[src/rtl/ariane_soc_pkg.sv]
// SoC-wide constants for the CLINT port: address map, register offsets,
// AXI-Lite response codes, FSM state types and the CLINT address decoder.
package ariane_soc;

   localparam logic [63:0] CLINTBase           = 64'h0000_0000_0200_0000;
   localparam logic [63:0] CLINTLength         = 64'h0000_0000_000C_0000;
   localparam logic [19:0] ClintMsipOffset     = 20'h0_0000;
   localparam logic [19:0] ClintMtimecmpOffset = 20'h0_4000;
   localparam logic [19:0] ClintMtimeOffset    = 20'h0_BFF8;

   localparam logic [1:0] AxiRespOkay   = 2'b00;
   localparam logic [1:0] AxiRespSlvErr = 2'b10;

   typedef enum logic {W_IDLE, W_RESP} w_state_e;
   typedef enum logic {R_IDLE, R_DATA} r_state_e;

   typedef enum logic [1:0] {REG_NONE, REG_MSIP, REG_MTIMECMP, REG_MTIME} clint_reg_e;

   typedef struct packed {
      clint_reg_e kind;
      logic [2:0] idx;
   } clint_dec_t;

   // word = addr[19:2]; the subtractions wrap so offsets below a block base miss.
   function automatic clint_dec_t clint_decode(input logic [17:0] word, input int unsigned nr_harts);
      logic [17:0] msip_w;
      logic [16:0] cmp_dw;
      clint_dec_t  dec;
      msip_w = word - ClintMsipOffset[19:2];
      cmp_dw = word[17:1] - ClintMtimecmpOffset[19:3];
      dec    = '{kind: REG_NONE, idx: 3'd0};
      if (32'(msip_w) < nr_harts) begin
         dec = '{kind: REG_MSIP, idx: msip_w[2:0]};
      end else if (32'(cmp_dw) < nr_harts) begin
         dec = '{kind: REG_MTIMECMP, idx: cmp_dw[2:0]};
      end else if (word[17:1] == ClintMtimeOffset[19:3]) begin
         dec = '{kind: REG_MTIME, idx: 3'd0};
      end
      return dec;
   endfunction

   function automatic logic [63:0] strb_merge(input logic [63:0] old_d, input logic [63:0] new_d,
                                              input logic [7:0] strb);
      logic [63:0] res;
      for (int b = 0; b < 8; b++) begin
         res[8*b +: 8] = strb[b] ? new_d[8*b +: 8] : old_d[8*b +: 8];
      end
      return res;
   endfunction

endpackage

[src/rtl/clint_axil_slave_rtc_edge.sv]
// rtc rising-edge detector producing a one-cycle tick. With CLINT_RTC_SYNC_EN
// defined, rtc_i is treated as asynchronous and passes a 2-flop synchronizer first.
module clint_rtc_edge (
   input  logic clk_i,
   input  logic rst_ni,
   input  logic rtc_i,
   output logic tick
);

`ifdef CLINT_RTC_SYNC_EN
   logic [1:0] rtc_sync;
   logic       rtc_q;

   always_ff @(posedge clk_i) begin
      if (!rst_ni) begin
         rtc_sync <= 2'b00;
         rtc_q    <= 1'b0;
      end else begin
         rtc_sync <= {rtc_sync[0], rtc_i};
         rtc_q    <= rtc_sync[1];
      end
   end

   assign tick = rtc_sync[1] & ~rtc_q;
`else
   logic rtc_q;

   always_ff @(posedge clk_i) begin
      if (!rst_ni) rtc_q <= 1'b0;
      else         rtc_q <= rtc_i;
   end

   assign tick = rtc_i & ~rtc_q;
`endif

endmodule

[src/rtl/clint_axil_slave.sv]
// CLINT AXI4-Lite responder: per-hart msip/mtimecmp, global mtime, ipi/timer irqs.
// Optional macro CLINT_RTC_SYNC_EN synchronizes an asynchronous rtc_i.
module clint_axil_slave
   import ariane_soc::*;
#(
   parameter int unsigned NR_HARTS = 1,
   parameter int unsigned ADDR_W   = 64
) (
   input  logic                clk_i,
   input  logic                rst_ni,
   input  logic                rtc_i,
   input  logic [ADDR_W-1:0]   aw_addr_i,
   input  logic                aw_valid_i,
   output logic                aw_ready_o,
   input  logic [63:0]         w_data_i,
   input  logic [7:0]          w_strb_i,
   input  logic                w_valid_i,
   output logic                w_ready_o,
   output logic [1:0]          b_resp_o,
   output logic                b_valid_o,
   input  logic                b_ready_i,
   input  logic [ADDR_W-1:0]   ar_addr_i,
   input  logic                ar_valid_i,
   output logic                ar_ready_o,
   output logic [63:0]         r_data_o,
   output logic [1:0]          r_resp_o,
   output logic                r_valid_o,
   input  logic                r_ready_i,
   output logic [NR_HARTS-1:0] timer_irq_o,
   output logic [NR_HARTS-1:0] ipi_o
);

   w_state_e w_state, w_state_nx;
   r_state_e r_state, r_state_nx;
   logic     w_acc, r_acc, tick;

   logic [NR_HARTS-1:0]       msip;
   logic [NR_HARTS-1:0][63:0] mtimecmp;
   logic [63:0]               mtime, mtime_inc, rd_val;
   clint_dec_t                wdec, rdec;

   logic unused_addr;
   assign unused_addr = ^{aw_addr_i[ADDR_W-1:20], aw_addr_i[1:0], ar_addr_i[ADDR_W-1:20], ar_addr_i[1:0]};

   clint_rtc_edge u_rtc_edge (
      .clk_i  (clk_i),
      .rst_ni (rst_ni),
      .rtc_i  (rtc_i),
      .tick   (tick)
   );

   assign wdec      = clint_decode(aw_addr_i[19:2], NR_HARTS);
   assign rdec      = clint_decode(ar_addr_i[19:2], NR_HARTS);
   assign mtime_inc = mtime + 64'(tick);

   always_ff @(posedge clk_i) begin
      if (!rst_ni) begin
         w_state <= W_IDLE;
         r_state <= R_IDLE;
      end else begin
         w_state <= w_state_nx;
         r_state <= r_state_nx;
      end
   end

   // Readies are masked by reset so no handshake is advertised while in reset.
   always_comb begin
      w_state_nx = w_state;
      aw_ready_o = 1'b0;
      w_ready_o  = 1'b0;
      b_valid_o  = 1'b0;
      w_acc      = 1'b0;
      case (w_state)
         W_IDLE: begin
            w_acc      = rst_ni & aw_valid_i & w_valid_i;
            aw_ready_o = w_acc;
            w_ready_o  = w_acc;
            if (w_acc) w_state_nx = W_RESP;
         end
         W_RESP: begin
            b_valid_o = 1'b1;
            if (b_ready_i) w_state_nx = W_IDLE;
         end
         default: w_state_nx = W_IDLE;
      endcase
   end

   always_comb begin
      r_state_nx = r_state;
      ar_ready_o = 1'b0;
      r_valid_o  = 1'b0;
      r_acc      = 1'b0;
      case (r_state)
         R_IDLE: begin
            r_acc      = rst_ni & ar_valid_i;
            ar_ready_o = r_acc;
            if (r_acc) r_state_nx = R_DATA;
         end
         R_DATA: begin
            r_valid_o = 1'b1;
            if (r_ready_i) r_state_nx = R_IDLE;
         end
         default: r_state_nx = R_IDLE;
      endcase
   end

   always_comb begin
      rd_val = 64'h0;
      for (int h = 0; h < NR_HARTS; h++) begin
         if (rdec.idx == 3'(h)) begin
            if (rdec.kind == REG_MSIP)
               rd_val = ar_addr_i[2] ? {31'b0, msip[h], 32'b0} : {63'b0, msip[h]};
            else if (rdec.kind == REG_MTIMECMP)
               rd_val = mtimecmp[h];
         end
      end
      if (rdec.kind == REG_MTIME) rd_val = mtime;
   end

   always_ff @(posedge clk_i) begin
      if (!rst_ni) begin
         b_resp_o <= AxiRespOkay;
         r_resp_o <= AxiRespOkay;
         r_data_o <= 64'h0;
      end else begin
         if (w_acc) b_resp_o <= (wdec.kind == REG_NONE) ? AxiRespSlvErr : AxiRespOkay;
         if (r_acc) begin
            r_resp_o <= (rdec.kind == REG_NONE) ? AxiRespSlvErr : AxiRespOkay;
            r_data_o <= rd_val;
         end
      end
   end

   // Written mtime bytes override the tick; unwritten bytes keep the increment.
   always_ff @(posedge clk_i) begin
      if (!rst_ni) begin
         msip     <= '0;
         mtimecmp <= '1;
         mtime    <= 64'h0;
      end else begin
         mtime <= (w_acc && wdec.kind == REG_MTIME) ? strb_merge(mtime_inc, w_data_i, w_strb_i) : mtime_inc;
         for (int h = 0; h < NR_HARTS; h++) begin
            if (w_acc && wdec.idx == 3'(h)) begin
               if (wdec.kind == REG_MSIP && (aw_addr_i[2] ? w_strb_i[4] : w_strb_i[0]))
                  msip[h] <= aw_addr_i[2] ? w_data_i[32] : w_data_i[0];
               if (wdec.kind == REG_MTIMECMP)
                  mtimecmp[h] <= strb_merge(mtimecmp[h], w_data_i, w_strb_i);
            end
         end
      end
   end

   always_ff @(posedge clk_i) begin
      if (!rst_ni) begin
         timer_irq_o <= '0;
         ipi_o       <= '0;
      end else begin
         for (int h = 0; h < NR_HARTS; h++) timer_irq_o[h] <= (mtime >= mtimecmp[h]);
         ipi_o <= msip;
      end
   end

endmodule

[config.mk]
export PLATFORM = sky130hd
export DESIGN_NAME = clint_axil_slave
export DESIGN_NICKNAME = d
export VERILOG_FILES = /design/src/rtl/ariane_soc_pkg.sv /design/src/rtl/clint_axil_slave_rtc_edge.sv /design/src/rtl/clint_axil_slave.sv
export SDC_FILE = /design/constraint.sdc
export NUM_CORES = 1
export LEC_CHECK = 0
export ABC_CLOCK_PERIOD_IN_PS = 4200
export CORE_UTILIZATION = 50
export DETAILED_ROUTE_END_ITERATION = 8
export GPL_TIMING_DRIVEN = 0
export PLACE_DENSITY_LB_ADDON = 0.2
export SLEW_MARGIN = 20
export SYNTH_ARGS = -nofsm -noshare
export SYNTH_HDL_FRONTEND = slang
export SYNTH_HIERARCHICAL = 1
export SYNTH_SLANG_ARGS = --single-unit
[constraint.sdc]
create_clock -name clk_i -period 4.2 [get_ports clk_i]
set_input_delay 0.84 -clock clk_i [delete_from_list [all_inputs] [get_ports clk_i]]
set_output_delay 0.84 -clock clk_i [all_outputs]
set_load 0.03 [all_outputs]
# Word level (Yosys, flattened, before mapping)
# Cells that the tools add are included.
[word_totals]
regBits = 202
out_inout_bits = 75
[op_classes]
addsub = 3
order_cmp = 5
eq_ne = 8
muxes = 34
bitwise = 7
reduce_logical = 16
[ops]
columns = ["cell", "n"]
rows = [
  ["$mux W64", 5],
  ["$add A64 B1 Y64", 1],
  ["$ge A64 B64 Y1", 1],
  ["$mux W8", 8],
  ["$lt A18 B1 Y1 const B", 2],
  ["$eq A17 B13 Y1 const B", 2],
  ["$lt A17 B1 Y1 const B", 2],
  ["$sub A17 B12 Y17 const B", 2],
  ["$mux W33", 1],
  ["$mux W5", 6],
  ["$reduce_and A3 Y1", 8],
  ["$mux W1", 10],
  ["$eq A2 B2 Y1 const B", 4],
  ["$logic_not A3 Y1", 2],
  ["$and A1 B1 Y1", 4],
  ["$eq A2 B1 Y1 const B", 2],
  ["$logic_not A2 Y1", 2],
  ["$mux W2", 2],
  ["$pmux W1 S2", 2],
  ["$logic_and A1 B1 Y1", 3],
  ["$not A1 Y1", 3],
  ["$reduce_and A2 Y1", 1],
]

# Longest topological paths before layout
# Gate-level depths: netlist of run 1.
[logic_depth]
word_depth = 9
depth_mapped = 10
depth_no_buf = 9

# Cells and area by module
# The synthesis of run 1 kept the hierarchy.
[modules_own_cells]
columns = ["mod", "instances", "cells_each", "area_per_inst_um2", "seq_area_each_um2"]
rows = [
  ["clint_axil_slave", 1, 1317, 10633.9, 3983.8],
  ["clint_rtc_edge", 1, 3, 40.0, 20.0],
]

# Worst setup path after synthesis of run 1
# OpenSTA, ideal clock, no wires.
[synth_path]
path_kind = "input -> output"
startpoint = "in rst_ni"
endpoint = "out ar_ready_o"
t_arrival_ps = 1979
t_required_ps = 3360
setup_slack_ps = 1381
stages = 6
n_path_buf = 3
cell_sequence = "buf_2 > inv_1 > or2_1 > clkbuf_1 > clkbuf_1 > inv_1"
[synth_via]
elab_chain_len = 2
[synth_lines]
columns = ["item", "line", "rtl"]
rows = [
  ["from (decl)", "clint_axil_slave.sv:10", "input logic rst_ni,"],
  ["$and A1 B1 Y1", "clint_axil_slave.sv:95", "r_acc = rst_ni & ar_valid_i;"],
  ["$mux W1", "clint_axil_slave.sv:93", "case (r_state)"],
  ["to (decl)", "clint_axil_slave.sv:24", "output logic ar_ready_o,"],
]
# Every way passes these cells.

# Worst setup path after layout of run 1
[layout_path]
startpoint = "in rst_ni"
endpoint = "out w_ready_o"
[layout_via]
elab_chain_len = 3
[layout_lines]
columns = ["item", "line", "rtl"]
rows = [
  ["$and A1 B1 Y1 (2 in a row)", "clint_axil_slave.sv:75", "w_acc = rst_ni & aw_valid_i & w_valid_i;"],
  ["$mux W1", "clint_axil_slave.sv:73", "case (w_state)"],
  ["to (decl)", "clint_axil_slave.sv:18", "output logic w_ready_o,"],
]
# Every way passes these cells.

==> results of run 1 <==
==> cell type report <==
cell class                      count  share of cell area
Inverter                           81             0.02258
Sequential cell                   200              0.2973
Buffer                             83             0.02861
Timing Repair Buffer              187              0.1390
Clock buffer                       20             0.03391
Clock inverter                     11            0.009290
Tap cell                          275             0.02555
Multi-Input combinational cell    955              0.4438
==> worst reg2reg max path, cell delays in order, from the launching register on <==
cell and delay (ns):
dfxtp_1 0.34, nand2b_1 0.20, or2_1 0.63, clkbuf_1 0.80, clkbuf_1 0.48, a221oi_1 0.15, a21oi_1 0.14
==> cells in the mapped netlist, types with 5 or more instances <==
cell	n
o21ai_1	8
nor3_2	6
a21o_1	6
nor4_4	5
buf_2	13
inv_1	81
buf_1	6
ha_1	66
nand2_1	209
nor2_1	45
clkbuf_1	56
and4_1	8
o21ai_0	41
or4_1	5
nor3_1	16
xnor2_1	31
o211ai_1	8
nand2_2	6
nand4_1	31
nand2b_1	5
and3_1	5
a221oi_1	65
nand3_1	165
o21a_1	8
a211oi_1	23
dfxtp_1	200
or3_1	6
buf_6	6
nor4_1	16
and2_1	6
a21oi_1	99
xor2_1	18
==> power breakdown <==
part | switching [uW] | internal [uW] | leakage, uW | total, uW
sequential | 33.3 | 1960 | 0.00163 | 1990
combinational | 319 | 258 | 0.00407 | 577
clock | 758 | 907 | 0.000282 | 1660
==> metrics by stage <==
step | TNS [ns] | hold WS [ns] | setup slack (ns)
floorplan | 0 | 0.4534 | 1.381
global placement | -0.002986 | 0.4433 | -0.002986
detailed placement | -0.02174 | 0.4456 | -0.02174
CTS | 0 | 0.4552 | 0.08224
global route | 0 | 0.4708 | 0.006471
finish | 0 | 0.4541 | 0.1084
==> metal layers <==
metal  wire (microns)  global-route usage  up-vias
met3             2863             0.06166       94
met5                0                   0        -
li1                 -                   -     5150
met1            13990              0.3953     5055
met4             1111              0.1325        0
met2            15230              0.5040      467
==> sequential cells by signal, indices dropped and copies added, names as in the netlist <==
name / cells
ipi_o: 1
timer_irq_o: 1
r_state: 1
r_data_o: 64
msip: 1
b_resp_o: 1
u_rtc_edge/rtc_q: 1
r_resp_o: 1
mtimecmp: 64
mtime: 64
w_state: 1
==> logic make-up (layout without fill, tap and decap cells) <==
group,count (synthesis),in the layout,share of synthesized area
XOR/XNOR,49,49,0.04021
AND/OR/NAND/NOR,557,557,0.2669
buffers and inverters,166,382,0.06529
adder cells (fa/ha/maj),66,66,0.07736
AO/OA/AOI/OAI,279,279,0.1728
multiplexers,2,2,0.001993
other,1,2,0.0003513
flip-flops,200,200,0.3751
==> worst paths after layout <==
check | slack (ns) | end | depth (start not counted) | startpoint
worst max-delay path | 0.11 | w_ready_o | 6 | rst_ni
worst min-delay path | 0.45 | r_data_o[60]$_SDFFE_PN0P_ | 2 | r_data_o[60]$_SDFFE_PN0P_
worst max register to register | 1.39 | r_data_o[19]$_SDFFE_PN0P_ | 6 | r_state$_SDFF_PN0_
worst min register to register | 0.45 | r_data_o[60]$_SDFFE_PN0P_ | 2 | r_data_o[60]$_SDFFE_PN0P_
==> what timing repair did <==
item,in CTS,in global routing
gates cloned,0,0
endpoints found under the hold margin,0,0
setup endpoints to repair,1,1
gates resized for setup,0,0
hold buffers,0,0
==> flow_summary.json, run 1 <==
{
  "outcome": "finished clean",
  "required_ns": 3.36,
  "synth_edf_count": 0,
  "nets": 1799,
  "clockBufferDepth": 2,
  "cts_sinks": 200,
  "fin_crit_sh": 0.9742,
  "drc": 0,
  "drive_gt1_frac": 0.05921,
  "synth_area_leaders": "dfxtp_1 38%, ha_1 7.7%, nand3_1 7.7%",
  "fin_area_sq_mm": 0.01347,
  "ys_types": 63,
  "layout_commonest_cell": "nand2_1",
  "power_density_mw_per_mm2": 314.5,
  "place_congestion": 0.9198,
  "core_sq_mm": 0.02096,
  "n_fill_cell": 1848,
  "htree_levels": 4,
  "diodes": 0,
  "cp_common_cell": "clkdlybuf4s50_1",
  "leakage_uw": 0.005982,
  "async_flop_share": 0,
  "worstMarginPinSlew_ns": 0.9786,
  "fmax_ghz": 0.2444,
  "synth_warnings": 6,
  "crit_family": "buffers and inverters",
  "syn2layout_area_growth_pct": 26.17,
  "grt_first_pass_wirelength_mm": 52.93,
  "worstPathMaxFanout": 11,
  "seqCellArea_sq_mm": 0.004004,
  "viasPerCell": 5.942,
  "arrival_ns": 3.25,
  "slowest_stage": "clkdlybuf4s50_1",
  "mostFrequentLayoutCells": "209 x nand2_1, 200 x dfxtp_1, 187 x clkdlybuf4s50_1",
  "grt_overflow": 0,
  "yosys.area.top_type_share": 0.3751,
  "min-delay-path-class": "flop to flop",
  "grt_pass1_vias": 10280,
  "post_dp_cell_area_sq_mm": 0.01289,
  "die_y_microns": 148.1,
  "finalPower_uw": 4236,
  "vdd_drop_max_mv": 0.2861,
  "synth.largest_area_cell": "dfxtp_1",
  "multi_input_area_sq_mm": 0.005977,
  "ant_nets": 0,
  "drt_iter0_drc": 760,
  "port_buffers": 187,
  "wl_per_cell_microns": 18.32,
  "start_util": 0.5094,
  "seq_area_frac_synth": 0.3751,
  "vias": 10770,
  "cp-start-kind": "primary input",
  "rsz0062_at_grt": "no",
  "synth.avg_cell_area_sq_um": 8.086,
  "period_minus_slack_ns": 4.092,
  "cp_slowest_stage_delay_ns": 0.66,
  "clock_skew_ns": 0.01102,
  "drv_cap": 0,
  "io_pins": 283,
  "cts_made_buffers": 17,
  "dr.pass1.iters": 5,
  "clkSlewWorstSetupHoldPaths_ns": 0.07,
  "layoutNonFillerInstCount": 1812,
  "cp_cell_sequence": "clkdlybuf4s50_1 > buf_2 > and4b_1 > clkbuf_1 > buf_4 > clkdlybuf4s50_1",
  "slew_violations": 0,
  "critical_path_class": "primary input to primary output",
  "clock-root-buffer": "clkbuf_16",
  "cts_tree": "done",
  "dp_hpwl_mm": 24.77,
  "antenna_found_initial": 0,
  "clock_latency_ns": 0.45,
  "path_buf_inv": 5,
  "die_area_sq_mm": 0.02194,
  "final_core_util": 0.6427,
  "end_kind": "primary output",
  "die_x_microns": 148.1,
  "report.final.setup_viol": 0,
  "cts_setup_buffers": 0,
  "gr-usage-all-layers": 0.3085,
  "grt_max_degree": 20,
  "syn-cell-area_sq_mm": 0.01067,
  "hold_violations": 0,
  "ys_ff_latch": 200,
  "wirelength_mm": 33.20,
  "synthCells": 1320,
  "dp.cells": 1783,
  "ys.flop_type": "dfxtp_1",
  "maxSlewHeadroom": 0.3476,
  "rows": 53
}
Note: power is estimated with default switching activity, not from simulation.
==> run 2, diff against run 1 <==
SYNTH_HIERARCHICAL = default   (was 1)
==> run 2 against run 1 <==
Register-to-register slack improved by 0.06 ns. Sequential cell count stayed put. First-iteration DRC count rose by 7.2%. Die area shrank 2.4%. Global-route usage down 0.35 points. Critical path type unchanged. Largest power group unchanged.
==> flow_summary.json, run 2 <==
{
  "synth_warnings": 0,
  "worstPathMaxFanout": 10,
  "synthCells": 1240,
  "layout_commonest_cell": "dfxtp_1",
  "yosys.area.top_type_share": 0.3846,
  "clock-root-buffer": "clkbuf_16",
  "p_sw_frac": 0.2671,
  "synth_most_common_cell": "dfxtp_1",
  "cp_slowest_stage_delay_ns": 0.79,
  "path_buf_inv": 4,
  "p_sw_uw": 1142,
  "dp_hpwl_mm": 24.20,
  "p_comb_frac": 0.136,
  "io_pins": 283,
  "rows": 52,
  "yosys.area_share.xor_xnor": 0.04543,
  "hold_violations": 0,
  "die_area_sq_mm": 0.02140,
  "dp.cells": 1698,
  "mostFrequentLayoutCells": "200 x dfxtp_1, 187 x clkdlybuf4s50_1, 128 x nand2_1",
  "start_util": 0.5129,
  "seq_area_frac_synth": 0.3846,
  "grt_pass1_vias": 9881,
  "cp_cell_sequence": "clkdlybuf4s50_1 > nand2b_1 > or2_2 > inv_1 > clkbuf_1 > clkdlybuf4s50_1",
  "p_clk_frac": 0.397,
  "async_flop_share": 0,
  "leakage_uw": 0.005473,
  "clock_latency_ns": 0.45,
  "power_density_mw_per_mm2": 323.3,
  "die_x_microns": 146.3,
  "hold_ws_ns": 0.4898,
  "rsz0062_at_grt": "no",
  "post_dp_cell_area_sq_mm": 0.01262,
  "syn2layout_area_growth_pct": 27.04,
  "arrival_ns": 3.11,
  "synth_common_cells": "200 x dfxtp_1, 128 x nand2_1, 121 x nor2_1, 107 x a21oi_1, 89 x inv_1",
  "drv_cap": 0,
  "top_regs": "mtime: 64 flops, mtimecmp: 64 flops, r_data_o: 64 flops",
  "fin_crit_sh": 0.9401,
  "required_ns": 3.36,
  "vias": 10290,
  "grt_max_degree": 19,
  "critical_path_class": "primary input to primary output",
  "ys_ff_latch": 200,
  "ys_types": 58,
  "grt_first_pass_wirelength_mm": 51.24,
  "synth.largest_area_cell": "dfxtp_1",
  "synth_top_family_by_area": "compound AO/OA/AOI/OAI gates",
  "crit_family": "buffers and inverters",
  "clock_skew_ns": 0.01163,
  "ys.flop_type": "dfxtp_1",
  "clkSlewWorstSetupHoldPaths_ns": 0.07,
  "period_minus_slack_ns": 3.949,
  "fmax_ghz": 0.2533,
  "viasPerCell": 5.946,
  "core_sq_mm": 0.02030,
  "ant_nets": 0,
  "report.final.setup_viol": 0,
  "r2r_setup_slack_ns": 1.45,
  "synth.avg_cell_area_sq_um": 8.396,
  "timing.setup.tns_ns": 0,
  "drt_iter0_drc": 815,
  "gr-usage-all-layers": 0.3050,
  "cp-start-kind": "primary input",
  "die_y_microns": 146.3,
  "synth_edf_count": 0,
  "wirelength_mm": 32.39,
  "grt_overflow": 0,
  "synth-compound-area-share": 0.2209,
  "drive_gt1_frac": 0.06370,
  "synth_area_leaders": "dfxtp_1 38%, ha_1 7.9%, a221oi_1 5.3%",
  "synthMuxAreaShare": 0.005168,
  "port_buffers": 187,
  "maxSlewHeadroom": 0.2935,
  "wl_per_cell_microns": 18.71,
  "fin_ws_ns": 0.2514,
  "cts_made_buffers": 17,
  "slew_violations": 0,
  "dr.pass1.iters": 6,
  "place_congestion": 0.9292,
  "cts_tree": "done",
  "synth-adder-area-share": 0.07932,
  "end_kind": "primary output",
  "p_seq_frac": 0.467,
  "fin_area_sq_mm": 0.01323,
  "syn-cell-area_sq_mm": 0.01041,
  "clockBufferDepth": 2,
  "worstMarginPinSlew_ns": 1.050,
  "cts_setup_buffers": 0,
  "nets": 1721,
  "synthSimpleGateAreaFrac": 0.2000,
  "drc": 0,
  "slowest_stage": "clkdlybuf4s50_1",
  "htree_levels": 4,
  "pre_cts_slack_ns": 0.06537,
  "antenna_found_initial": 1,
  "min-delay-path-class": "flop to flop",
  "layoutNonFillerInstCount": 1731,
  "intPower_uw": 3133,
  "outcome": "finished clean",
  "cts_sinks": 200,
  "vdd_drop_max_mv": 0.2596,
  "cp_common_cell": "clkdlybuf4s50_1",
  "n_fill_cell": 1782
}
run 2: cell types whose count changed after synthesis, moves of 6 or more:
cell      previous run  this run
inv_1               81        89
o211ai_1             8        66
o31ai_1              0         6
nand3_1            165        28
nand2_1            209       128
o21a_1               8         2
nor2_1              45       121
a21oi_1             99       107
and4_1               8         2
a211oi_1            23        30
xnor2_1             31        37
and3_1               5        14
o21ai_1              8         0
run 2: logic make-up (layout without fill, tap and decap cells):
group | Yosys count | in the layout
buffers and inverters | 165 | 384
flip-flops | 200 | 200
XOR/XNOR | 54 | 54
adder cells (fa/ha/maj) | 66 | 66
multiplexers | 5 | 5
other | 1 | 3
AO/OA/AOI/OAI | 336 | 336
AND/OR/NAND/NOR | 413 | 413
run 2: tightest hold or removal path, delay by kind of cell, from the launching register on:
family,cells,cell delay (ns)
DFF,1,0.32
AOI/OAI and AO/OA,1,0.06
and+or+nand+nor,1,0.06
run 2: layout make-up:
cell class                 count  area (sq um)  share of cell area
tap                          270         337.8             0.02554
clock buffer                  18         439.2             0.03320
clock inverter                14         158.9             0.01201
timing repair buffer         187          1872              0.1415
sequential                   200          4004              0.3027
buffer                        76         336.6             0.02545
inverter                      89         334.1             0.02526
multi-input combinational    876          5742              0.4341
antenna                        1         2.502           0.0001892
run 2: final timing paths:
kind                                     from                   end  depth (start not counted)
setup / recovery                   ar_valid_i            ar_ready_o                          6
hold reg to reg            w_state$_SDFF_PN0_    w_state$_SDFF_PN0_                          2
setup reg to reg  u_rtc_edge.rtc_q$_SDFF_PN0_  mtime[58]$_SDFF_PN0_                         10
hold / removal             w_state$_SDFF_PN0_    w_state$_SDFF_PN0_                          2
run 2: per-stage QoR:
stage | util | power, uW
after floorplan | - | 2303
after CTS | 0.6514 | 4288
final | 0.6516 | 4276
after global placement | 0.6219 | 2613
after detailed placement | 0.6219 | 2620
after global routing | 0.6514 | 4417
run 2: power groups by stage:
| stage | registers (uW) | clock network (uW) | logic (uW) |
|---|---|---|---|
| global route | 2000 | 1800 | 616 |
| CTS | 2000 | 1710 | 581 |
| detailed placement | 2040 | 0 | 579 |
| finish | 2000 | 1700 | 583 |
| global placement | 2040 | 0 | 574 |
| floorplan | 2160 | 0 | 141 |
run 2: metal layers:
layer,share of wire,up-vias,global-route usage,routed length (microns)
met5,0,-,0,0
met4,0.036,0,0.1438,1178
met3,0.089,81,0.07406,2896
met2,0.47,453,0.4983,15060
met1,0.41,4848,0.3778,13250
li1,-,4911,-,-
run 2: timing repair:
item                       4_1_cts  5_1_grt
hold buffers                     0        0
setup endpoints to repair        0        1
resized for setup                0        2
